**config.mk**
```make
export PLATFORM = sky130hd
export DESIGN_NAME = pps_holdover_receiver
export DESIGN_NICKNAME = d
export VERILOG_FILES = /design/src/rtl/pps_holdover_receiver.sv
export SDC_FILE = /design/constraint.sdc
export NUM_CORES = 1
export LEC_CHECK = 0
export ABC_AREA = 1
export CORE_MARGIN = 3
export CORE_UTILIZATION = 37
export CTS_BUF_LIST = sky130_fd_sc_hd__clkbuf_4 sky130_fd_sc_hd__clkbuf_8
export CTS_CLUSTER_SIZE = 10
export DETAILED_ROUTE_END_ITERATION = 7
export GPL_ROUTABILITY_DRIVEN = 0
export PLACE_DENSITY = 0.5
export SETUP_SLACK_MARGIN = 0.05
export SLEW_MARGIN = 20
export SYNTH_ARGS = -nofsm -noshare
export SYNTH_HDL_FRONTEND = slang
export SYNTH_SLANG_ARGS = --single-unit
export TNS_END_PERCENT = 1
```
**constraint.sdc**
```tcl
create_clock -name clk -period 10.35 [get_ports clk]
set_input_delay 1.035 -clock clk [delete_from_list [all_inputs] [get_ports clk]]
set_output_delay 1.035 -clock clk [all_outputs]
set_load 0.005 [all_outputs]
```
**src/rtl/pps_holdover_receiver.sv**
```systemverilog
// ---------------------------------------------------------------------------
// pps_holdover_receiver
//
// Purpose
//   Receives an external 1PPS reference and regenerates a clean 1PPS for the
//   fabric timebase / timestamping logic. The receiver:
//     - synchronises pps_in and turns its rising edge into a 1-cycle strobe,
//     - measures every edge-to-edge interval in clk cycles,
//     - qualifies each interval against F +/- T and locks after
//       C_LOCK_COUNT consecutive good intervals,
//     - runs a flywheel phase counter that drives pps_out and keeps it
//       going for C_HOLDOVER_SECONDS seconds if the reference disappears.
//
// Build option
//   PPS_RECEIVER_DEGLITCH_EN : when defined, the synchronised input must stay
//   high for C_DEGLITCH consecutive cycles before an edge strobe is issued.
//   Shorter pulses are ignored and the edge latency grows by C_DEGLITCH-1.
//   When undefined the plain synchronised rising edge is used and
//   C_DEGLITCH has no effect.
//
// Ports
//   clk           in   1   core clock
//   rst           in   1   asynchronous, active-high reset
//   pps_in        in   1   external 1PPS, asynchronous to clk
//   pps_out       out  1   regenerated 1PPS (registered)
//   pps_locked    out  1   state == LOCKED
//   pps_holdover  out  1   state == HOLDOVER
//   pps_error     out  1   1-cycle pulse on an invalid or missing edge
//   pps_period    out  32  interval (clk cycles) ending at the latest edge
//   pps_state     out  2   debug view of the FSM state
//                          (0 UNLOCKED, 1 ACQUIRE, 2 LOCKED, 3 HOLDOVER)
// ---------------------------------------------------------------------------
module pps_holdover_receiver #(
    parameter int unsigned C_CLOCK_FREQUENCY  = 125000000,
    parameter int unsigned C_PPS_DELAY        = 12500,
    parameter int unsigned C_PULSE_WIDTH      = 12500000,
    parameter int unsigned C_TOLERANCE        = 1250,
    parameter int unsigned C_LOCK_COUNT       = 3,
    parameter int unsigned C_HOLDOVER_SECONDS = 10,
    parameter int unsigned C_SYNC_STAGES      = 3,
    parameter int unsigned C_DEGLITCH         = 4
) (
    input  logic        clk,
    input  logic        rst,
    input  logic        pps_in,
    output logic        pps_out,
    output logic        pps_locked,
    output logic        pps_holdover,
    output logic        pps_error,
    output logic [31:0] pps_period,
    output logic [1:0]  pps_state
);

    typedef enum logic [1:0] {
        ST_UNLOCKED = 2'd0,
        ST_ACQUIRE  = 2'd1,
        ST_LOCKED   = 2'd2,
        ST_HOLDOVER = 2'd3
    } state_t;

    localparam int unsigned PH_W = (C_CLOCK_FREQUENCY > 1) ? $clog2(C_CLOCK_FREQUENCY) : 1;

    localparam logic [31:0]     N_MIN   = 32'(C_CLOCK_FREQUENCY - C_TOLERANCE);
    localparam logic [31:0]     N_MAX   = 32'(C_CLOCK_FREQUENCY + C_TOLERANCE);
    localparam logic [31:0]     CNT_SAT = 32'hFFFF_FFFF;
    localparam logic [PH_W-1:0] PH_LAST = PH_W'(C_CLOCK_FREQUENCY - 1);
    localparam logic [PH_W-1:0] PH_ON   = PH_W'(C_PPS_DELAY);
    localparam logic [PH_W-1:0] PH_OFF  = PH_W'(C_PPS_DELAY + C_PULSE_WIDTH - 1);
    localparam logic [3:0]      LOCK_N  = 4'(C_LOCK_COUNT);
    localparam logic [7:0]      HOLD_N  = 8'(C_HOLDOVER_SECONDS);

    // -----------------------------------------------------------------------
    // Input synchroniser
    // -----------------------------------------------------------------------
    logic [C_SYNC_STAGES-1:0] sync_q;
    logic                     pps_s;

    always_ff @(posedge clk or posedge rst) begin
        if (rst) begin
            sync_q <= '0;
        end else begin
            sync_q <= {sync_q[C_SYNC_STAGES-2:0], pps_in};
        end
    end

    assign pps_s = sync_q[C_SYNC_STAGES-1];

    // -----------------------------------------------------------------------
    // Edge qualifier
    // high_cnt counts consecutive high cycles of pps_s seen before the
    // current cycle (saturating at DG_CYCLES). The strobe fires in the cycle
    // pps_s has been high for exactly DG_CYCLES cycles, so it fires once per
    // pulse. With DG_CYCLES = 1 this is a plain rising-edge detector.
    // -----------------------------------------------------------------------
`ifdef PPS_RECEIVER_DEGLITCH_EN
    localparam int unsigned DG_CYCLES = (C_DEGLITCH < 1) ? 1 : C_DEGLITCH;
`else
    // Threshold of one cycle: raw rising edge. C_DEGLITCH intentionally has
    // no influence on the result in this build.
    localparam int unsigned DG_CYCLES = 1 + (C_DEGLITCH * 0);
`endif

    localparam int unsigned    DG_W    = $clog2(DG_CYCLES + 1);
    localparam logic [DG_W-1:0] DG_FIRE = DG_W'(DG_CYCLES - 1);
    localparam logic [DG_W-1:0] DG_SAT  = DG_W'(DG_CYCLES);

    logic [DG_W-1:0] high_cnt;
    logic            edge_stb;

    always_ff @(posedge clk or posedge rst) begin
        if (rst) begin
            high_cnt <= '0;
        end else if (!pps_s) begin
            high_cnt <= '0;
        end else if (high_cnt != DG_SAT) begin
            high_cnt <= high_cnt + 1'b1;
        end
    end

    assign edge_stb = pps_s && (high_cnt == DG_FIRE);

    // -----------------------------------------------------------------------
    // Interval measurement / flywheel helpers
    // -----------------------------------------------------------------------
    state_t          state;
    logic [31:0]     cnt;
    logic [PH_W-1:0] ph;
    logic [3:0]      good;
    logic [7:0]      hold;

    logic [31:0] n_meas;     // interval ending in this cycle (cnt+1, saturating)
    logic        n_valid;
    logic        ph_wrap;
    logic        timeout;
    logic        in_window;

    always_comb begin
        n_meas    = (cnt == CNT_SAT) ? cnt : cnt + 32'd1;
        n_valid   = (n_meas >= N_MIN) && (n_meas <= N_MAX);
        ph_wrap   = (ph == PH_LAST);
        // >= rather than == : in LOCKED a late edge arriving exactly at
        // cnt == F+T is rejected without clearing cnt, so cnt moves past F+T
        // and the missing reference must still be detected one cycle later.
        timeout   = (cnt >= N_MAX);
        in_window = (ph >= PH_ON) && (ph <= PH_OFF);
    end

    // -----------------------------------------------------------------------
    // Main FSM with counters and registered outputs
    // -----------------------------------------------------------------------
    always_ff @(posedge clk or posedge rst) begin
        if (rst) begin
            state      <= ST_UNLOCKED;
            cnt        <= '0;
            ph         <= '0;
            good       <= '0;
            hold       <= '0;
            pps_out    <= 1'b0;
            pps_error  <= 1'b0;
            pps_period <= '0;
        end else begin
            pps_error <= 1'b0;
            cnt       <= n_meas;
            ph        <= ph_wrap ? '0 : ph + 1'b1;
            pps_out   <= in_window && ((state == ST_LOCKED) || (state == ST_HOLDOVER));

            if (edge_stb) begin
                pps_period <= n_meas;
            end

            case (state)
                ST_UNLOCKED: begin
                    if (edge_stb) begin
                        state <= ST_ACQUIRE;
                        good  <= '0;
                        cnt   <= '0;
                    end
                end

                ST_ACQUIRE: begin
                    if (edge_stb) begin
                        cnt <= '0;
                        if (n_valid) begin
                            ph <= '0;
                            if (good + 4'd1 == LOCK_N) begin
                                state <= ST_LOCKED;
                                good  <= '0;
                            end else begin
                                good <= good + 4'd1;
                            end
                        end else begin
                            good      <= '0;
                            pps_error <= 1'b1;
                        end
                    end else if (timeout) begin
                        state     <= ST_UNLOCKED;
                        good      <= '0;
                        pps_error <= 1'b1;
                    end
                end

                ST_LOCKED: begin
                    if (edge_stb) begin
                        if (n_valid) begin
                            // Realign; coincides with a natural wrap when the
                            // reference is on time, so no extra pulse.
                            cnt <= '0;
                            ph  <= '0;
                        end else begin
                            // Rejected edge: timebase keeps running untouched.
                            pps_error <= 1'b1;
                        end
                    end else if (timeout) begin
                        state     <= ST_HOLDOVER;
                        hold      <= '0;
                        pps_error <= 1'b1;
                    end
                end

                ST_HOLDOVER: begin
                    if (edge_stb) begin
                        state <= ST_ACQUIRE;
                        good  <= '0;
                        cnt   <= '0;
                    end else if (ph_wrap) begin
                        if (hold + 8'd1 == HOLD_N) begin
                            state <= ST_UNLOCKED;
                            hold  <= '0;
                        end else begin
                            hold <= hold + 8'd1;
                        end
                    end
                end

                default: begin
                    state <= ST_UNLOCKED;
                end
            endcase
        end
    end

    // Status flags are direct decodes of the state register.
    assign pps_locked   = (state == ST_LOCKED);
    assign pps_holdover = (state == ST_HOLDOVER);
    assign pps_state    = state;

endmodule

```
[Word level (Yosys, flattened, before mapping)]
Cells that the tools add are included.
Operators by class
  add/subtract/negate cells: 5
  order comparisons: 5
  eq/ne operators: 18
  mux-type cells: 38
  bitwise gates (word level): 1
  reductions and logical operators: 14
Operator list (number)
  $mux 32: 4
  $mux 27: 4
  $ge 32x27->1 const B: 2
  $pmux 32 s2: 1
  $mux 8: 5
  $add 32x1->32 const B: 1
  $eq 32x32->1 const B: 1
  $le 32x27->1 const B: 1
  $add 27x1->27 const B: 1
  $eq 27x27->1 const B: 1
  $ge 27x14->1 const B: 1
  $le 27x24->1 const B: 1
  $mux 2: 10
  $mux 4: 5
  $pmux 8 s2: 1
  $ne 3x3->1 const B: 3
  $add 8x1->8 const B: 1
  $eq 8x4->1 const B: 1
  $pmux 2 s4: 1
  $pmux 4 s2: 1
  $reduce_and 8->1: 1
  $mux 1: 6
  $ne 2x1->1 const B: 3
  $ne 2x2->1 const B: 3
  other kinds (15): 22
Storage, ports and cells
  register bits: 111
  output and inout bits: 38

[Depth between registers and ports, before layout]
Gate-level depths: netlist of the first run.
  word-level depth: 7
  mapped depth: 24
  mapped depth without buffers: 22

[Worst setup path before layout of the first run]
OpenSTA, ideal clock, no wires.
  path kind: reg-to-reg
  start point: register cnt[1]
  end point: register ph[12]
  library setup time: 0.122 ns
  arrival time: 2.561 ns
  data required time: 10.228 ns
  slack: 7.666 ns
  cell stages (with the launch flop): 20
  buffers on the path: 4
  cells stage by stage: dfrtp_1 ha_1 buf_2 inv_1 nor2_4 nand2_2 nor2_4 nand2_2 buf_6 buf_2 nand2_2 nand2_1 nor2_2 and3_1 nand3_2 nand2_4 nand2_4 o21ai_4 buf_6 nor2_2
On the way
  longest elaborated chain between the ends: 7
  elaborated cells on any way between the ends: 9
RTL lines
  from (decl): RTL line 126  | logic [31:0] cnt;
  from (signal assigned): RTL line 163  | cnt <= n_meas;
  $add 32x1->32 or $eq 32x32->1 (tied branches): RTL line 138  | n_meas = (cnt == CNT_SAT) ? cnt : cnt + 32'd1;
  $mux 32 (*): RTL line 138
  $ge 32x27->1 or $le 32x27->1 (tied branches): RTL line 139  | n_valid = (n_meas >= N_MIN) && (n_meas <= N_MAX);
  $logic_and 1x1->1 (*): RTL line 139
  $mux 27 (*): RTL line 183, 204
  $mux 27 (*): RTL line 203  | if (edge_stb) begin
  $mux 27 (*)
  to (signal assigned): RTL line 164  | ph <= ph_wrap ? '0 : ph + 1'b1;
  to (decl): RTL line 127  | logic [PH_W-1:0] ph;
Every way passes the cells marked *; elsewhere a longest branch is shown, timed or not.
A chain may end at the register's enable or synchronous reset.

[Worst setup path after layout of the first run]
  start point: register cnt[1]
  end point: register ph[14]
The elaborated chain is that of the path after synthesis.

==> impl_results.md, run 1 <==
- Fmax achieved: between 200 and 300 MHz
- Initial DRC count: between 400 and 500
- Worst Max-Slew Pin Slew: about 0.74 ns
- CTS tree: yes
- Post-CTS setup buffers: 0
- Clock sinks: about 110
- Max cap viols: 0
- Share of layout cells above drive strength 1: roughly 5.6%
- Skew final: 0.00900 ns
- Reg2Reg Setup Slack: ~6.4 ns
- Post-synth EDFFs: 0
- Setup WS post-layout: between 6 and 7 ns
- Core ar.: approximately 18000 um^2
- Initial antenna violation count: 0
- Cell Area, Synth: between 6000 and 7000 um^2
- Sequential element share of the synthesized area: between 40% and 50%
- Syn Inst Count: 943
- RSZ-0062 raised after global routing: no
- Worst slew margin: about half
- Count leader, synth: nand2_1
- Synthesis warning total: 0
- DRT antenna net count: 0
- Rows: 48
- Vias in the first global route: about 5600
- Fin. Hold Viols: 0
- Layer with the highest usage: met1
- Placed wire-length estimate: 13.7 mm
- CTS Root Cell: clkbuf_8
- CP endpoint kind: flop
- Worst vdd ir: approximately 0.082 mV
- Minimum clock period: between 3 and 4 ns
- Starting Density: about two fifths
- Met3 GRT Util: 2.17%
- Synth area leader: dfrtp_1
- Die Footprint: roughly 20000 um^2
- Crit path launch type: flop
- Final cycle utilization of the critical path: between 30% and 40%
- Setup violators final: 0
- Die X-Extent: between 100 and 150 um
- Fillers: 1899
- Via Count: 5994
- Residual DRC: 0
- Cts bufs inserted: 9
- Synth-to-Final Area Change: 11.8%
- GRT Resource Usage Total: a little under a fifth
- Mapped Avg Cell Area: ~7 um^2
- Cell area power density: roughly 130 nW/um^2
- Num ports: 41
- Total overflow reported by the global router: 0
- Worst min-delay path category: flop to flop
- Crit path max fanout: 38
- Crit path required time: 10.60 ns
- Total Neg Setup Slack: 0 ns
- Routing usage on met2: a little over a quarter
- Netlist cell types: 41
- Vias per Instance: between 4 and 5
- Largest net degree at the start of global routing: 72
- Drt pass-1 iters: 5
- Clock transition at path regs: roughly 0.11 ns
- Dpl ws: between 6 and 7 ns
- First-pass GRT wire length: 30.3 mm
- Hold bufs inserted after CTS: 0
- Synth Net Count: 960
- Crit Path Class: flop to flop
- Fin. max-slew vios: 0
- GRT met1 Usage: between 30% and 40%
- CTS resizes: 0
- H-Tree Depth: 3
- Drt wl/cell: between 10 and 15 um
- CTS Buffer Depth: 2
- Ys async rst share: 100%
- P_leak: 3.48 nW
- Largest cells by area after synthesis: dfrtp_1 41%, nand2_1 15%, nor2_1 8.3%
- Fin nets: between 900 and 1000
- Most used DFF post-synth: dfrtp_1
- Die Span Y: ~140 um
- Critical path arrival: between 4 and 5 ns
- Final wirelength: approximately 18 mm
- Worst-skew pair later-pin latency: about 0.38 ns
- Seq cells post-synth: about 110
- Status: complete, no violations
- Post-synth top cells: 262 x nand2_1, 149 x nor2_1, 116 x inv_1
- N_diodes: 0
- Top-area cell type share of the netlist area: 41.3%
- Hold Slack: between 0.3 and 0.4 ns
- PortBufs: 40
## power breakdown
part           internal, W  switching, W  leakage (nW)  total [W]
Combinational    0.0000793      0.000131          1.88   0.000210
Sequential        0.000455     0.0000261          1.51   0.000481
Clock             0.000114      0.000161        0.0925   0.000275
Total             0.000649      0.000318          3.48   0.000966
## metal layers
| metal | vias to the layer above | share of wire, % |
|---|---|---|
| li1 | 3072 | - |
| met2 | 117 | 41 |
| met3 | 12 | 3.7 |
| met5 | - | 0 |
| met4 | 0 | 1.2 |
| met1 | 2793 | 54 |
## cell families after synthesis
kind of cell	after synthesis	share of synthesized area [%]
adders and majority gates	14	2.61
and+or+nand+nor	562	36.4
AOI/OAI and AO/OA	90	7.82
DFF	111	41.3
buffers and inverters	140	8.47
xor gates and xnor gates	26	3.39
## state kept, by name (all words and copies together) (netlist names), named ones only
signal / flops
cnt: 32
good: 4
high_cnt: 1
hold: 8
ph: 27
pps_error: 1
pps_out: 1
pps_period: 32
pps_state: 1
sync_q: 3
## layout make-up
type / instances / area (um^2) / area share (%)
timing repair buffer: 43 / 423 / 5.63
inverter: 119 / 449 / 5.98
multi-input combinational: 692 / 3380 / 45.0
tap: 225 / 282 / 3.75
sequential: 111 / 2780 / 37.0
clock buffer: 9 / 124 / 1.65
clock inverter: 7 / 78.8 / 1.05
## final timing paths
| kind | startpoint | to | cells past startpoint |
|---|---|---|---|
| min in group asynchronous | rst | pps_period[10] | 2 |
| worst max register to register | cnt[1] | ph[14] | 18 |
| worst max-delay path | cnt[1] | ph[14] | 18 |
| worst min register to register | sync_q[0] | sync_q[1] | 0 |
| max in group asynchronous | rst | ph[10] | 3 |
| worst min-delay path | sync_q[0] | sync_q[1] | 0 |
## worst max-delay path, cell delays in order, from the launching register on
cell      delay [ns]
dfrtp_1         0.45
ha_1            0.34
inv_1           0.11
nor2_4          0.18
nand2_2         0.11
nor2_4          0.13
nand2_2         0.42
inv_2           0.49
nand2_1         0.09
nand2_1         0.12
nand3_1         0.08
nor2_1          0.12
nand3b_1        0.13
nor2_1          0.13
nand3_2         0.10
nand2_4         0.12
nand2_4         0.07
o21ai_4         0.53
nor3_1          0.10
## metrics by stage
step / cell area [um^2] / total power, W / util [%] / cells
2_1_floorplan: 6720 / 0.000632 / - / 943
3_5_place_dp: 7300 / 0.000702 / 41.6 / 1190
4_1_cts: 7510 / 0.000985 / 42.8 / 1206
5_1_grt: 7510 / 0.00104 / 42.8 / 1206
6_report: 7510 / 0.000966 / 42.8 / 1206
3_3_place_gp: 7300 / 0.000703 / 41.6 / 1190
## cells in the final DEF, fill, tap and decap left out, drive strengths merged, types with 3 or more instances in the layout
cell type	count
nor2	165
nand3	57
o31ai	8
inv	121
nor3	27
nand3b	6
nand2	269
buf	3
o22ai	8
clkinvlp	3
xnor2	5
a21oi	10
nor4	8
dfrtp	111
clkbuf	9
ha	14
a31oi	6
nand4	24
xor2	21
clkdlybuf4s50	40
o21ai	53
Note: power is estimated with default switching activity, not from simulation.
==> run 2: changes to the inputs <==
clock period = 3.9 ns   (was 10.35 ns; I/O delays follow)
==> impl_results.md, run 2 (synthesized netlist as in run 1, its figures left out) <==
- Status: complete, no violations
- CP endpoint kind: flop
- Drt wl/cell: between 15 and 20 um
- Worst-skew pair later-pin latency: around 0.40 ns
- First-pass GRT wire length: slightly above 30 mm
- CTS tree: yes
- PortBufs: 40
- WHS Path Cells: 0
- Worst min-delay path category: flop to flop
- Via Count: 6013
- Setup violators final: 0
- Footprint of the multi-input gates: between 3000 and 4000 um^2
- Initial DRC count: roughly 400
- Fin. Hold Viols: 0
- Die X-Extent: between 100 and 150 um
- Most frequent cell on the critical path: nand2_1
- Die Span Y: 141 um
- Fin. max-slew vios: 0
- Share of layout cells above drive strength 1: under 10%
- Crit path max fanout: 22
- Initial antenna violation count: 0
- Vias per Instance: about 5.0
- Synth-to-Final Area Change: 13.5%
- CP max stage cell: dfrtp_1
- Worst vdd ir: ~0.25 mV
- Placed wire-length estimate: between 10 and 15 mm
- Max stage delay on crit path: 0.45 ns
- P_leak: between 3 and 4 nW
- Largest net degree at the start of global routing: 60
- Fillers: between 1500 and 2000
- Clock transition at path regs: between 0.1 and 0.15 ns
- Regs by FF count: cnt (32), pps_period (32), ph (27)
- Crit Path Class: flop to flop
- Vias in the first global route: between 5000 and 6000
- Starting Density: between 30% and 40%
- Levels on crit path: 18
- Reg area: between 2000 and 3000 um^2
- Total overflow reported by the global router: 0
- Buf+Inv Stages, Crit Path: 3
- Reg2Reg Depth: 18
- Minimum clock period: about 3.4 ns
- CP delay by family, top: simple AND/OR/NAND/NOR gates
- CTS Buffer Depth: 2
- Commonest cells after routing, fill and taps aside: 262 x nand2_1, 149 x nor2_1, 115 x inv_1
- Drt pass-1 iters: 5
- Hold bufs inserted after CTS: 0
- Cell area power density: roughly 350 nW/um^2
- Num ports: slightly above 40
- CP cell instances: ha_1 -> inv_1 -> nor2_4 -> nand2_2 -> nor2_4 -> nand2_2 -> inv_2 -> nor2_1 -> nor2_1 -> nand2_1 -> nor3_1 -> o21ai_1 -> nand2_1 -> nand2_1 -> nand2_4 -> nand4_2 -> inv_2 -> nor3b_2
- Most common cell after layout, fill and taps aside: nand2_1
- Total Neg Setup Slack: 0 ns
- H-Tree Depth: 3
- Cts bufs inserted: 9
- Residual DRC: 0
- RSZ-0062 raised after global routing: no
- Rows: 48
- Max cap viols: 0
- Skew final: approximately 0.019 ns
- Worst Max-Slew Pin Slew: roughly 0.74 ns
- N_diodes: 0
- Core ar.: 17500 um^2
- Worst slew margin: between 50% and 60%
- Crit path required time: between 4 and 5 ns
- Critical path arrival: about 3.7 ns
- CTS Root Cell: clkbuf_8
- Fin nets: roughly 1000
- GRT Resource Usage Total: around 19%
- Final wirelength: 18.4 mm
- Hold Slack: between 0.3 and 0.4 ns
- DRT antenna net count: 0
- Fmax achieved: roughly 300 MHz
- Crit path launch type: flop
- Clock sinks: 111
- Die Footprint: approximately 20000 um^2
- Final cycle utilization of the critical path: 86.6%
run 2: changes by cell type in the layout (fill, tap and decap cells not counted), sizes merged:
cell,before,now
bufinv,1,2
clkinvlp,3,0
clkbuf,9,10
clkinv,1,2
buf,3,11
run 2: path summary, 6_finish.rpt:
check                           from         to  slack [ns]
max                           cnt[1]     ph[23]        0.52
min in group asynchronous        rst  sync_q[2]        0.45
min                        sync_q[0]  sync_q[1]        0.37
max in group asynchronous        rst    hold[1]        2.68
max reg2reg                   cnt[1]     ph[23]        0.52
min reg2reg                sync_q[0]  sync_q[1]        0.37
run 2: worst reg2reg max path, delay by kind of cell (launching register included):
family | cells | cell delay, ns
flops | 1 | 0.45
buf+inv | 3 | 0.72
compound gates | 1 | 0.11
simple gates | 13 | 1.77
fa+ha+maj | 1 | 0.20
run 2: layout make-up:
class / instances / share of cell area (%)
multi-input combinational: 692 / 44.3
clock inverter: 6 / 1.20
clock buffer: 10 / 1.81
tap: 225 / 3.69
sequential: 111 / 36.4
timing repair buffer: 51 / 6.66
inverter: 119 / 5.89
run 2: repair_timing:
action                                  in CTS  in global routing
gates resized for setup                      0                  0
endpoints found under the setup margin       0                 15
setup buffers                                0                  2
run 2: per-layer routing:
layer	GRT usage (%)	up-vias	part of all wire, %
met1	30.2	2776	54
met2	27.3	131	41
met3	3.05	17	3.8
li1	-	3089	-
met4	5.15	0	1.6
met5	0	-	0
run 2: stage by stage:
stage                     worst slack (ns)  std cells  total power, W  area [um^2]  util [%]
after floorplan                      0.579        943         0.00168         6720         -
after global placement               0.467       1196         0.00187         7360      42.0
after detailed placement             0.415       1196         0.00187         7370      42.0
after CTS                            0.400       1212         0.00270         7600      43.3
after global routing                0.0842       1214         0.00284         7620      43.5
final                                0.524       1214         0.00265         7620      43.5
run 2: power by group:
part           total (W)  leakage (nW)  switching, W  internal, W
clock           0.000809         0.117      0.000424     0.000385
combinational   0.000570          1.93      0.000355     0.000215
sequential       0.00128          1.51     0.0000675      0.00121
==> run 3: changes to the inputs <==
SLEW_MARGIN = unset   (was 20)
==> impl_results.md, run 3 (synthesized netlist as in run 1, its figures left out) <==
- CTS Root Cell: clkbuf_8
- Skew final: between 0.02 and 0.025 ns
- Die Span Y: about 140 um
- Worst slew margin: around half
- Fin. Hold Viols: 0
- Rows: 48
- M1 WL: between 10 and 15 mm
- Crit path launch: cnt[0]
- Placed wire-length estimate: ~14 mm
- Worst vdd ir: roughly 0.24 mV
- Hold Path Origin: sync_q[0]
- CTS tree: yes
- Initial antenna violation count: 0
- Met2 Routed Length: 7.39 mm
- Regs by FF count: cnt (32), pps_period (32), ph (27)
- DP Area: between 7000 and 8000 um^2
- Buf+Inv Stages, Crit Path: 2
- Vias per Instance: approximately 5
- Final wirelength: approximately 19 mm
- DRT antenna net count: 0
- Levels on crit path: 18
- Synth-to-Final Area Change: 13.2%
- Max stage delay on crit path: approximately 0.53 ns
- Met3 Wirelength: approximately 810 um
- Via Count: between 6000 and 7000
- Crit path max fanout: 22
- WHS Endpoint: sync_q[1]
- Worst flop-to-flop path endpoint: ph[5]
- Crit path launch type: flop
- Most common cell after layout, fill and taps aside: nand2_1
- Final Cell Area: ~7600 um^2
- Starting Density: approximately two fifths
- Drt pass-1 iters: 4
- CP delay by family, top: simple AND/OR/NAND/NOR gates
- Die Footprint: just under 20000 um^2
- Max cap viols: 0
- Largest net degree at the start of global routing: 60
- Fin nets: approximately 1000
- Pwr Total: approximately 0.0027 W
- Clock sinks: between 100 and 150
- Setup violators final: 0
- Status: complete, no violations
- Share of layout cells above drive strength 1: approximately 6%
- Worst-skew pair later-pin latency: about 0.4 ns
- Vias in the first global route: roughly 5800
- Initial DRC count: 436
- RSZ-0062 raised after global routing: yes
- Hold Slack: between 0.3 and 0.4 ns
- GRT Resource Usage Total: between 10% and 20%
- Num ports: between 40 and 50
- P_leak: between 3 and 4 nW
- Drt wl/cell: 15.3 um
- Reg-to-Reg Start: cnt[0]
- Clock transition at path regs: 0.10 ns
- Cell area power density: around 350 nW/um^2
- Fin. max-slew vios: 0
- CTS Buffer Depth: 2
- H-Tree Depth: 3
- Die X-Extent: approximately 140 um
- Core ar.: around 18000 um^2
- Reg2Reg Depth: 18
- PortBufs: 40
- Cts bufs inserted: 9
- First-pass GRT wire length: a little over 30 mm
- Post-CTS setup buffers: 0
- CP cell instances: ha_1 -> inv_1 -> nor2_4 -> nand2_2 -> nor2_4 -> nand2_2 -> inv_2 -> nor2_1 -> nor2_1 -> nand2_1 -> nor3_1 -> o21ai_1 -> nand2_1 -> nand2_1 -> nand2_4 -> nand2_4 -> o21ai_4 -> nor3_1
- Worst min-delay path category: flop to flop
- Crit Path Class: flop to flop
- Minimum clock period: between 3 and 4 ns
- Crit path required time: around 4.2 ns
- Hold bufs inserted after CTS: 0
- Total overflow reported by the global router: 0
- Reg2Reg Setup Slack: roughly 0.45 ns
- CTS resizes: 0
- Most frequent cell on the critical path: nand2_1
- CP endpoint kind: flop
- Commonest cells after routing, fill and taps aside: 262 x nand2_1, 149 x nor2_1, 115 x inv_1
- Worst Max-Slew Pin Slew: between 0.7 and 0.8 ns
- DR top layer: met4
- Fmax achieved: ~290 MHz
- CP max stage cell: o21ai_4
- Critical path arrival: ~3.7 ns
- Final cycle utilization of the critical path: around nine tenths
- WHS Path Cells: 0
- N_diodes: 0
- Residual DRC: 0
==> run 3: cell count changes in the layout (fill, tap and decap cells not counted), sizes merged <==
| cell | before | now |
|---|---|---|
| clkbuf | 10 | 12 |
| buf | 11 | 9 |
| clkinv | 2 | 0 |
| clkinvlp | 0 | 1 |
| inv | 121 | 120 |
==> run 3: how the worst max path moves through the flow <==
stage                                 end  slack (ns)
6_report                            ph[5]        0.45
5_1_grt                            ph[14]       -0.03
4_1_cts                            cnt[8]        0.42
3_5_place_dp                      cnt[16]        0.43
3_3_place_gp                      cnt[16]        0.47
2_1_floorplan  asynchronous set/reset pin        0.58
==> run 3: metal layers <==
layer  up-vias  global-route usage (%)
met2       114                    27.3
met3        20                    2.71
met5         -                       0
li1       3084                       -
met4         0                    6.12
met1      2806                    30.6
==> run 3: power by group <==
part           internal [W]  switching [W]  total, W
combinational      0.000215       0.000354  0.000569
clock              0.000407       0.000423  0.000830
sequential          0.00121      0.0000686   0.00128
total               0.00183       0.000846   0.00268
==> run 3: layout make-up <==
cell class / instances / area (um^2)
Clock buffer: 12 / 159
Clock inverter: 4 / 76.3
Fill cell: 1899 / 9930
Inverter: 119 / 449
Multi-Input combinational cell: 692 / 3380
Sequential cell: 111 / 2780
Tap cell: 225 / 282
Timing Repair Buffer: 49 / 480
==> run 3: through the flow <==
stage          setup TNS (ns)  std cells  util (%)  worst slack [ns]
2_1_floorplan               0        943         -             0.579
3_3_place_gp                0       1196      42.0             0.467
3_5_place_dp                0       1196      42.0             0.434
4_1_cts                     0       1212      43.3             0.416
5_1_grt               -0.0810       1212      43.4           -0.0322
6_report                    0       1212      43.4             0.446
